===== config.mk =====
export PLATFORM = sky130hd
export DESIGN_NAME = dram_dma
export DESIGN_NICKNAME = d
export VERILOG_FILES = /design/src/rtl/risc8_dram_pkg.sv /design/src/rtl/dram_dma_ctr.sv /design/src/rtl/dram_dma.sv
export SDC_FILE = /design/constraint.sdc
export NUM_CORES = 1
export LEC_CHECK = 0
export ABC_CLOCK_PERIOD_IN_PS = 2150
export CAP_MARGIN = 20
export CORE_MARGIN = 2
export CORE_UTILIZATION = 59
export DETAILED_ROUTE_END_ITERATION = 7
export DONT_BUFFER_PORTS = 1
export PLACE_DENSITY = 0.87
export SYNTH_ARGS = -nofsm -noshare
export SYNTH_HDL_FRONTEND = slang
export SYNTH_HIERARCHICAL = 1
export SYNTH_SLANG_ARGS = --single-unit

===== constraint.sdc =====
create_clock -name clk -period 2.15 [get_ports clk]
set_input_delay 0.1075 -clock clk [delete_from_list [all_inputs] [get_ports clk]]
set_output_delay 0.1075 -clock clk [all_outputs]
set_load 0.005 [all_outputs]

===== src/rtl/risc8_dram_pkg.sv =====
// Shared definitions for the RISC8 data-RAM host loader: default sizes,
// transfer state encoding and the circular address advance.
package risc8_dram_pkg;

  localparam int DEF_WORD_DEPTH = 70;
  localparam int DEF_AW         = 7;
  localparam int DEF_DW         = 8;

  typedef enum logic [1:0] {
    ST_IDLE = 2'd0,
    ST_FILL = 2'd1,
    ST_DUMP = 2'd2,
    ST_DONE = 2'd3
  } state_t;

  // Next word address, wrapping from the last physical word back to 0.
  function automatic logic [31:0] wrap_next(input logic [31:0] a, input logic [31:0] depth);
    return (a == depth - 32'd1) ? 32'd0 : a + 32'd1;
  endfunction

endpackage


===== src/rtl/dram_dma_ctr.sv =====
// Word address and remaining-count registers for a host transfer, with the
// wrap rule applied on every beat and a flag marking the final beat.
module dram_dma_ctr
  import risc8_dram_pkg::*;
#(
  parameter int WORD_DEPTH = DEF_WORD_DEPTH,
  parameter int AW         = DEF_AW
) (
  input  logic          clk,
  input  logic          reset,
  input  logic          load,
  input  logic          advance,
  input  logic [AW-1:0] base,
  input  logic [AW-1:0] len,
  output logic [AW-1:0] addr,
  output logic          last
);

  logic [AW-1:0] remaining;

  always_ff @(posedge clk or negedge reset) begin
    if (!reset) begin
      addr      <= '0;
      remaining <= '0;
    end else if (load) begin
      addr      <= base;
      remaining <= len;
    end else if (advance) begin
      addr      <= AW'(wrap_next(32'(addr), 32'(WORD_DEPTH)));
      remaining <= remaining - AW'(1);
    end
  end

  assign last = (remaining == AW'(1));

endmodule


===== src/rtl/dram_dma.sv =====
// Multiplexes the data RAM port between the CPU core and a host fill/dump
// engine; the core is stalled only while a transfer owns the port.
module dram_dma
  import risc8_dram_pkg::*;
#(
  parameter int WORD_DEPTH = DEF_WORD_DEPTH,
  parameter int AW         = DEF_AW,
  parameter int DW         = DEF_DW
) (
  input  logic          clk,
  input  logic          reset,
  input  logic [AW-1:0] core_address,
  input  logic          core_we,
  input  logic [DW-1:0] core_din,
  output logic [DW-1:0] core_dout,
  output logic          core_stall,
  output logic [AW-1:0] mem_address,
  output logic          mem_we,
  output logic [DW-1:0] mem_din,
  input  logic [DW-1:0] mem_dout,
  input  logic          cmd_valid,
  output logic          cmd_ready,
  input  logic          cmd_write,
  input  logic [AW-1:0] cmd_base,
  input  logic [AW-1:0] cmd_len,
  input  logic          wdata_valid,
  output logic          wdata_ready,
  input  logic [DW-1:0] wdata,
  output logic          rdata_valid,
  input  logic          rdata_ready,
  output logic [DW-1:0] rdata,
  output logic          busy,
  output logic          done,
  output logic          err
);

  localparam logic [AW:0] DEPTH_EXT = (AW+1)'(WORD_DEPTH);

  state_t        state;
  logic [AW-1:0] addr;
  logic          last;
  logic          accept;
  logic          reject;
  logic          empty;
  logic          load;
  logic          beat;

  assign cmd_ready = (state == ST_IDLE);
  assign accept    = cmd_valid && cmd_ready;
  assign reject    = ({1'b0, cmd_base} >= DEPTH_EXT);
  assign empty     = (cmd_len == '0);
  assign load      = accept && !reject && !empty;
  assign beat      = ((state == ST_FILL) && wdata_valid) ||
                     ((state == ST_DUMP) && rdata_ready);

  dram_dma_ctr #(
    .WORD_DEPTH(WORD_DEPTH),
    .AW        (AW)
  ) u_ctr (
    .clk    (clk),
    .reset  (reset),
    .load   (load),
    .advance(beat),
    .base   (cmd_base),
    .len    (cmd_len),
    .addr   (addr),
    .last   (last)
  );

  always_ff @(posedge clk or negedge reset) begin
    if (!reset) begin
      state      <= ST_IDLE;
      core_stall <= 1'b0;
      busy       <= 1'b0;
      done       <= 1'b0;
      err        <= 1'b0;
    end else begin
      unique case (state)
        ST_IDLE: begin
          if (accept) begin
            if (reject || empty) begin
              // Rejected or empty commands never take the port from the core.
              state <= ST_DONE;
              done  <= 1'b1;
              err   <= reject;
            end else begin
              state      <= cmd_write ? ST_FILL : ST_DUMP;
              core_stall <= 1'b1;
              busy       <= 1'b1;
            end
          end
        end
        ST_FILL, ST_DUMP: begin
          if (beat && last) begin
            state      <= ST_DONE;
            core_stall <= 1'b0;
            busy       <= 1'b0;
            done       <= 1'b1;
            err        <= 1'b0;
          end
        end
        ST_DONE: begin
          state <= ST_IDLE;
          done  <= 1'b0;
          err   <= 1'b0;
        end
        default: state <= ST_IDLE;
      endcase
    end
  end

  // Core owns the port except while a transfer is moving words.
  always_comb begin
    mem_address = core_address;
    mem_we      = core_we;
    mem_din     = core_din;
    wdata_ready = 1'b0;
    rdata_valid = 1'b0;
    unique case (state)
      ST_FILL: begin
        mem_address = addr;
        mem_din     = wdata;
        mem_we      = wdata_valid;
        wdata_ready = 1'b1;
      end
      ST_DUMP: begin
        mem_address = addr;
        mem_we      = 1'b0;
        rdata_valid = 1'b1;
      end
      default: ;
    endcase
  end

  assign rdata     = mem_dout;
  assign core_dout = mem_dout;

endmodule


-- Word level (Yosys, flattened, before mapping)
Cells that the tools add are included.
- register bits after elaboration: 19
- bits in latches: 0
- memory bits (writable): 0
- memory bits (read-only): 0
- output and inout bits: 39
- logic and storage cells: 62
- memories kept: 0
- add/subtract/negate cells: 2
- $mul: 0
- div/mod/pow operators: 0
- $lt $le $gt $ge: 1
- equality and inequality tests: 9
- shift operators: 0
- mux-type cells: 26
- bitwise logic cells: 0
- reduce and logical (&&, ||, !) cells: 18
- operator list (operator ; number):
    7-bit 2-to-1 mux ; 6
    1-bit 2-to-1 mux ; 10
    2-bit 2-to-1 mux ; 4
    8-bit 2-to-1 mux ; 1
    7-bit by 1-bit adder with 7-bit output, second input constant ; 1
    7-bit by 1-bit == test with 1-bit output, second input constant ; 1
    7-bit == test, second input constant ; 1
    7-bit greater-or-equal comparator, second input constant ; 1
    7-bit logical NOT ; 1
    7-bit by 1-bit subtractor with 7-bit output, second input constant ; 1
    1-bit logical AND ; 6
    2-bit by 1-bit inequality test with 1-bit output, second input constant ; 3
    1-bit case mux with 3 select lines ; 2
    2-bit case mux with 3 select lines ; 1
    2-bit == test, second input constant ; 2
    1-bit case mux with 2 select lines ; 2
    4-bit AND reduction ; 1
    2-bit nonzero test ; 2
    3-bit AND reduction ; 1
    2-bit by 1-bit == test with 1-bit output, second input constant ; 1
    1-bit logical NOT ; 2
    2-bit logical NOT ; 1
    1-bit logical OR ; 2
    2-bit inequality test, second input constant ; 1
    2 further kinds ; 2

-- Logic depth before layout (Yosys ltp)
Gate-level depths: netlist of run 1.
- word-level depth: 6
- mapped depth: 9

-- By module
Netlist of run 1, hierarchy kept.
- by module, submodules not included (module ; times used ; cells an instance ; area an instance (um2) ; seq. area each (um2)):
    dram_dma_ctr ; 1 ; 95 ; 833.3 ; 350.3
    dram_dma ; 1 ; 78 ; 716.9 ; 125.1

-- Least setup slack after synthesis of run 1
No wires, ideal clock.
- path type: register to register
- from: register state[1]
- to: register u_ctr.remaining[5]
- library setup time: 0.129 ns
- arrival time: 1.878 ns
- path slack: 0.143 ns
- cell stages (with the launch flop): 9
- path buffers: 1
- period minus slack after synthesis: 2.007 ns
- path through: dfrtp_1 inv_1 ha_1 buf_2 a22o_1 or4b_4 nor3_2 xnor2_1 o21ai_2
- elaborated cells between the ends (all ways): 11
- those cells by class: 2 x eq/ne; 1 x mux; 8 x reduce/logical
- RTL lines (element ; line ; RTL):
    start, declared ; dram_dma.sv:39 ; state_t state;
    start signal, assigned ; dram_dma.sv:87 ; state <= cmd_write ? ST_FILL : ST_DUMP;
    2-bit by 1-bit == test with 1-bit output or 2-bit == test (tied branches) ; dram_dma.sv:53, dram_dma.sv:54 ;
    1-bit logical AND (on tied branches) ; dram_dma.sv:53, dram_dma.sv:54 ;
    1-bit logical OR (*) ; dram_dma.sv:53 ; assign beat = ((state == ST_FILL) && wdata_valid) ||
    named net beat ; dram_dma.sv:46 ; logic beat;
    2-bit nonzero test (no source line) (*) ; - ;
    end signal, assigned ; dram_dma_ctr.sv:27 ; remaining <= len;
    end signal, assigned ; dram_dma_ctr.sv:30 ; remaining <= remaining - AW'(1);
    end, declared ; dram_dma_ctr.sv:19 ; logic [AW-1:0] remaining;
The timed path passes the listed nets; every way through them passes the cells marked *.
A chain may end at the register's enable or synchronous reset.

-- Final worst setup path of run 1
- from: register state[0]
- to: register u_ctr.addr[6]
- longest elaborated chain between the ends: 5
- elaborated cells between the ends (all ways): 11
- those cells by class: 2 x eq/ne; 1 x mux; 8 x reduce/logical
- RTL lines (element ; line ; RTL):
    2-bit logical NOT (*) ; dram_dma.sv:48 ; assign cmd_ready = (state == ST_IDLE);
    named net cmd_ready ; dram_dma.sv:22 ; output logic cmd_ready,
    1-bit logical AND (*) ; dram_dma.sv:49 ; assign accept = cmd_valid && cmd_ready;
    1-bit logical AND (*) (2 in series) ; dram_dma.sv:52 ; assign load = accept && !reject && !empty;
    named net load ; dram_dma.sv:45 ; logic load;
    7-bit 2-to-1 mux or 2-bit nonzero test (tied branches) ; - ;
    end signal, assigned ; dram_dma_ctr.sv:26 ; addr <= base;
    end signal, assigned ; dram_dma_ctr.sv:29 ; addr <= AW'(wrap_next(32'(addr), 32'(WORD_DEPTH)));
    end, declared ; dram_dma_ctr.sv:15 ; output logic [AW-1:0] addr,
Marks and branches as above.

==> metrics, run 1 <==
first-pass GRT wire length 6140 um; Post-DRT Antenna Nets 0; CP Launch Type register; initial core utilization 0.626; Placeable Area ~2500 um^2; critical path class register to register; multi-input logic area 878 um^2; Hold Path Class primary input to register; status complete, no violations; Synth Register Bits 19; maxcap violations 0; htree depth 1; Clock Skew 1.77 ps; WL/cell between 15 and 20 um; IO Count 91; final number of setup-violating endpoints 0; Pre-antenna DRT Iters 5; die area approximately 3000 um^2; IO Port Bufs 0; post-synthesis sequential area ratio 0.307; DP Cell Count 185; relative slew slack 0.421; peak supply drop 876 uV; clk slew on worst S/H paths between 100 and 150 ps; most frequent cells in the layout nand2_1, dfrtp_1, o21ai_0, mux2_2, dlygate4sd3_1; initial antenna violation count 0; TritonCTS clock tree done; worst-path fanout max 15; Setup crit end kind register; Final period util 0.920; Pwr Density 1340 nW/um^2; via count around 1,300; Slew Limit Fails 0; CP required between 2000 and 2500 ps; Hold Violations, Final 0; Synth cell types 41; placed instance area 1480 um^2; largest net degree at the start of global routing 20; worst hold slack 15.8 ps; grt total ovfl 0; initial drt markers between 80 and 90; CTS Buffer Depth 2; CTS Buf Count 3; layout cells sized above 1 0.197; Nets 235; RSZ-0062 raised after global routing false; commonest non-fill, non-tap cell in the layout nand2_1; FILL cells 188; Setup crit end u_ctr/addr[6]; Register Area 475 um^2; Synth top area share 0.307; die width around 55 um; Mapped Nets ~230; Post-DP HPWL 2820 um; gpl congestion 0.865; R2R setup slack 170 ps; Avg Cell Area, Syn 8.96 um^2; R2R Path Start state[0]; R2R Path End u_ctr/addr[6]; total wire length 3800 um; yosys warns 6; # DRC 0; clk sink count 19; Yosys top cell by area dfrtp_1; Mapped Cells between 150 and 200; die height 55.3 um; min cycle time layout 1980 ps; Leak Pwr 0.680 nW; row cnt 18; clk root buf clkbuf_4; via/cell ratio 6.32; Data arrival, critical path 2170 ps; Clock Latency Late Sink 310 ps; total negative slack 0 ps; final instance area ~1600 um^2; Finished Layout Cells 203; GR Util All Layers 0.254; Worst Setup SP state[0]; Peak Freq 505 MHz; mapped cell area 1550 um^2; Worst R2R Path Depth 9; synth top area cells dfrtp_1, mux2_2, buf_4, ha_1, nand2_1; Layout area overhead 6.13%; Ant. Diodes 0; vias in the first global route 1,272; Worst-Margin Slew 865 ps
[final cells by class]
class,instances,share of cell area
inverter,13,0.0297
sequential,19,0.289
timing repair buffer,19,0.108
clock buffer,3,0.0137
multi-input combinational,118,0.534
clock inverter,1,0.00304
tap,30,0.0228
[cells by family after synthesis]
group                    share of synthesized area
flip-flops                                   0.307
AND/OR/NAND/NOR                              0.162
multiplexers                                 0.115
adder cells (fa/ha/maj)                     0.0726
AO/OA/AOI/OAI                                0.162
buffers and inverters                        0.130
XOR/XNOR                                    0.0509
[repair_timing]
item                      in CTS  in global routing
hold endpoints to repair      32                  0
hold buffers                  14                  0
resized for setup              0                  0
setup buffers                  0                  0
[worst min path at each step]
stage                     startpoint       end  slack (ps)  cells past startpoint
after floorplan                reset      busy        -190                      0
after global placement         reset      busy        -190                      0
after detailed placement       reset      busy        -190                      0
after CTS                  cmd_write  state[0]         0.8                      2
after global routing       cmd_write  state[0]          20                      2
final                      cmd_write  state[0]          20                      2
[power breakdown]
part           leakage, nW  internal [mW]  switching [mW]
clock               0.0177         0.0695           0.122
combinational        0.433          0.611           0.671
sequential           0.229          0.527           0.200
total                0.680           1.21           0.993
[metal layers]
metal  GRT usage  share of wire
met5           0              0
met4      0.0767          0.015
met3      0.0703          0.092
met2       0.440           0.51
met1       0.303           0.38
[synth_stat cells]
cell and count:
a2111oi_4 1, a21bo_2 1, a21oi_1 3, a22o_1 1
a22oi_1 1, a31oi_1 2, and3_1 1, buf_1 1
buf_2 2, buf_4 17, clkbuf_1 3, dfrtp_1 19
ha_1 9, inv_1 13, mux2_2 15, mux2i_1 1
nand2_1 22, nand2b_1 1, nand3_1 2, nand3b_1 1
nand4_1 1, nor2_1 7, nor2_2 1, nor2b_1 1
nor3_1 3, nor3_2 1, nor3b_1 2, nor4_1 2
nor4bb_1 1, o2111ai_1 1, o211ai_1 2, o21ai_0 16
o21ai_2 2, o2bb2ai_1 3, o2bb2ai_2 1, o31ai_1 1
or3_1 1, or4_4 1, or4b_4 1, xnor2_1 6
xor2_1 3
[state kept, by name (all words and copies together), names as in the netlist]
name	flops
busy	1
done	1
err	1
state	2
u_ctr/addr	7
u_ctr/remaining	7
[metrics by stage]
step / setup WS (ps) / util / power [mW]
2_1_floorplan: 143 / - / 1.70
5_1_grt: 64.8 / 0.664 / 2.37
6_report: 171 / 0.664 / 2.20
3_5_place_dp: 232 / 0.596 / 1.96
4_1_cts: 214 / 0.664 / 2.19
3_3_place_gp: 287 / 0.596 / 1.89
[worst max-delay path, stage by stage, from the launching register on]
cell	delay, ps
dfrtp_1	430
inv_1	130
ha_1	260
inv_1	110
nor3_2	220
buf_4	220
nand2b_1	150
o21ai_0	80
a31oi_1	160
o21ai_0	110
Note: power is estimated with default switching activity, not from simulation.
==> inputs of run 2 (changes only) <==
--- a/config.mk
+++ b/config.mk
@@ -5,6 +5,7 @@
 export SDC_FILE = /design/constraint.sdc
 export NUM_CORES = 1
 export LEC_CHECK = 0
+export ABC_AREA = 1
 export ABC_CLOCK_PERIOD_IN_PS = 2150
 export CAP_MARGIN = 20
 export CORE_MARGIN = 2
==> run 2 against run 1 <==
Net effect:
- the flow now finishes with violations (DRC, hold timing)
- power is 7.4% higher
- die area is 14% higher
- sequential share of layout area is 2.3 points lower
- hold slack worse by 16 ps
- worst setup slack better by 100 ps
- synthesized cell count is 42% higher
- largest power group unchanged
- clock skew is 9.9 ps higher
- first-iteration DRC count is 16% higher
- non-clock buffer count is 5 lower
- utilization is 2.6 points lower
==> metrics, run 2 <==
status finished, violations left; failing checks DRC, hold timing; clock power share 0.081 (-0.006); IO Port Bufs 0 (unchanged); Layout area overhead 0.704%; via/cell ratio 5.80 (-8.2%); Synth Register Bits 19 (unchanged); Comb power frac 0.621 (+0.039); row cnt 19 (+1); initial core utilization 0.633 (+0.00761); via count 1,577 (+23%); Hold Violations, Final 1 (+1); peak supply drop 806 uV (-8.0%); CTS Buffer Depth 2 (unchanged); clk root buf clkbuf_4; die area 3470 um^2 (+14%); commonest non-fill, non-tap cell in the layout nand2_1; Async SR Flop Fraction 1.00 (unchanged); multiplexer area fraction after synthesis 0.0507 (-0.0647); Leak Pwr 0.909 nW (+34%); Clock Latency Late Sink 310 ps (about the same); Yosys top cell by area dfrtp_1; Data arrival, critical path 1770 ps (-400 ps); min cycle time layout 1880 ps (-103 ps); Placeable Area 2810 um^2 (+13%); CP required 2040 ps (-300 ps); Sw Ratio 0.516 (+0.0649); Synth Area in Simple Gates 0.350 (+0.188); IO Count 91 (unchanged); Avg Cell Area, Syn 7.22 um^2 (-19%); xor/xnor share of the synthesized area 0 (-0.0508); Setup crit end kind primary output; FILL cells 250 (+33%); Compound-Gate Fraction of Synth Area 0.101 (-0.0615); maxcap violations 0 (unchanged); gpl congestion 0.851 (-1.6%); Ant. Diodes 0 (unchanged); Pre-antenna DRT Iters 8 (+3); WL/cell 14.3 um (-24%); total negative slack 0 ps (unchanged); initial antenna violation count 0 (unchanged); final number of setup-violating endpoints 0 (unchanged); critical path class register to primary output; most common cell in the synthesized netlist nand2_1; synth top area cells dfrtp_1, nand2_1, buf_4, ha_1, nand3_1; clk sink count 19 (unchanged); Post-DRT Antenna Nets 0 (unchanged); yosys warns 6 (unchanged); Hold Path Class primary input to register; post-synthesis sequential area ratio 0.268 (-0.0391); Synth cell types 29 (-29%); layout cells sized above 1 0.137 (-0.0596); worst hold slack -0.451 ps (-16.3 ps); Mapped Cells 246 (+42%); CP Launch Type register; Post-DP HPWL 2970 um (+5.2%); grt total ovfl 0 (unchanged); htree depth 1 (unchanged); Register Area 475 um^2 (unchanged); TritonCTS clock tree done; relative slew slack 0.407 (-0.0147); GR Util All Layers 0.230 (-0.0233); Synth top area share 0.268 (-0.0391); most frequent cells in the layout nand2_1, nor2_1, inv_1, nand3_1, dfrtp_1; RSZ-0062 raised after global routing false; Slew Limit Fails 0 (unchanged); number of flops mapped to enable cells by yosys 0 (unchanged); total power 2.36 mW (+7.4%); # DRC 10 (+10); synth cell count leaders nand2_1, nor2_1, inv_1; Peak Freq 533 MHz (+5.5%); Nets 303 (+29%); vias in the first global route 1,341 (+5.4%); multi-input logic area 1010 um^2 (+15%); buffer count from post-CTS setup fixing 0 (unchanged); die width 58.9 um (+6.5%); ys flop type dfrtp_1; CTS Buf Count 3 (unchanged); mapped cell area 1780 um^2 (+15%); sw power 1.22 mW (+23%); die height 58.9 um (+6.5%); initial drt markers 95 (+16%); Final period util 0.872 (-0.0481); total wire length 3900 um (+2.5%); largest family of logic cells by synthesized area simple AND/OR/NAND/NOR gates; Adder-Cell Fraction of Synth Area 0.0634 (-0.00926); clk slew on worst S/H paths 120 ps (about the same); Pwr Density 1320 nW/um^2 (-1.2%); Mapped Nets 307 (+31%); Seq pwr share 0.298 (-0.033); Clock Skew 11.7 ps (+9.90 ps); first-pass GRT wire length 6200 um (+1.0%); Int Pwr 1.14 mW (-5.3%); biggest regs u_ctr/addr: 7 flops, u_ctr/remaining: 7 flops, state: 2 flops; worst-path fanout max 7 (-8); largest net degree at the start of global routing 20 (unchanged); Worst-Margin Slew 887 ps (+22.0 ps)
## run 2: cell types whose count changed in the layout (fill, tap and decap cells not counted), moves of 4 or more
cell	previous run	this run
nand2_4	0	7
nor2_1	7	28
nand4_1	1	6
o21ai_0	16	3
a22oi_1	1	5
nand2_1	22	62
mux2_2	15	8
xnor2_1	6	0
nand3_1	2	22
a21oi_1	3	7
inv_1	13	25
## run 2: final timing paths
path	from	slack [ps]	cells after the start	to
min	cmd_write	-0.5	3	state[1]
min in group asynchronous	reset	350	1	u_ctr/remaining[2]
min reg2reg	err	530	2	err
max in group asynchronous	reset	1240	1	u_ctr/remaining[4]
max reg2reg	state[0]	300	9	u_ctr/addr[3]
max	state[1]	270	4	mem_din[6]
## run 2: cell type report
class / count / share of cell area
Inverter: 28 / 0.0615
Sequential cell: 19 / 0.266
Tap cell: 31 / 0.0217
Timing Repair Buffer: 14 / 0.0741
Multi-Input combinational cell: 176 / 0.562
Clock buffer: 4 / 0.0147
## run 2: per-layer routing
| layer | track usage | up-vias | part of all wire | wire, um |
|---|---|---|---|---|
| met2 | 0.402 | 89 | 0.50 | 1950 |
| met3 | 0.0308 | 4 | 0.092 | 359 |
| met5 | 0 | - | 0 | 0 |
| li1 | - | 771 | - | - |
| met4 | 0.0519 | 0 | 0.0077 | 30 |
| met1 | 0.303 | 713 | 0.40 | 1550 |
## run 2: power by group through the flow
stage,Combinational [mW],Clock (mW),Sequential (mW)
2_1_floorplan,1.32,0,0.660
4_1_cts,1.47,0.191,0.703
5_1_grt,1.66,0.205,0.737
6_report,1.47,0.190,0.705
3_3_place_gp,1.40,0,0.704
3_5_place_dp,1.44,0,0.711
## run 2: cell families (layout without fill, tap and decap cells)
| logic type | Yosys count | after routing |
|---|---|---|
| AOI/OAI and AO/OA | 26 | 26 |
| and+or+nand+nor | 133 | 133 |
| buffers and inverters | 51 | 46 |
| muxes | 8 | 8 |
| adders and majority gates | 9 | 9 |
| DFF | 19 | 19 |
## run 2: repair_timing
action / in CTS / in global routing
endpoints found under the hold margin: 31 / 0
hold buffers: 11 / 0
endpoints found under the setup margin: 0 / 1
gates resized for setup: 0 / 1
## run 2: critical path, stage by stage (launching register included)
cell	delay (ps)
dfrtp_1	440
inv_1	110
ha_1	360
buf_4	210
mux2_2	340
## run 2: per-stage QoR
step | setup WS (ps) | cells | hold slack, ps | instance area, um^2 | util
2_1_floorplan | 425 | 246 | -188 | 1780 | -
3_3_place_gp | 298 | 257 | -188 | 1650 | 0.588
3_5_place_dp | 209 | 257 | -188 | 1650 | 0.588
4_1_cts | 179 | 272 | 3.65 | 1790 | 0.637
5_1_grt | 140 | 272 | 2.95 | 1790 | 0.638
6_report | 274 | 272 | -0.451 | 1790 | 0.638
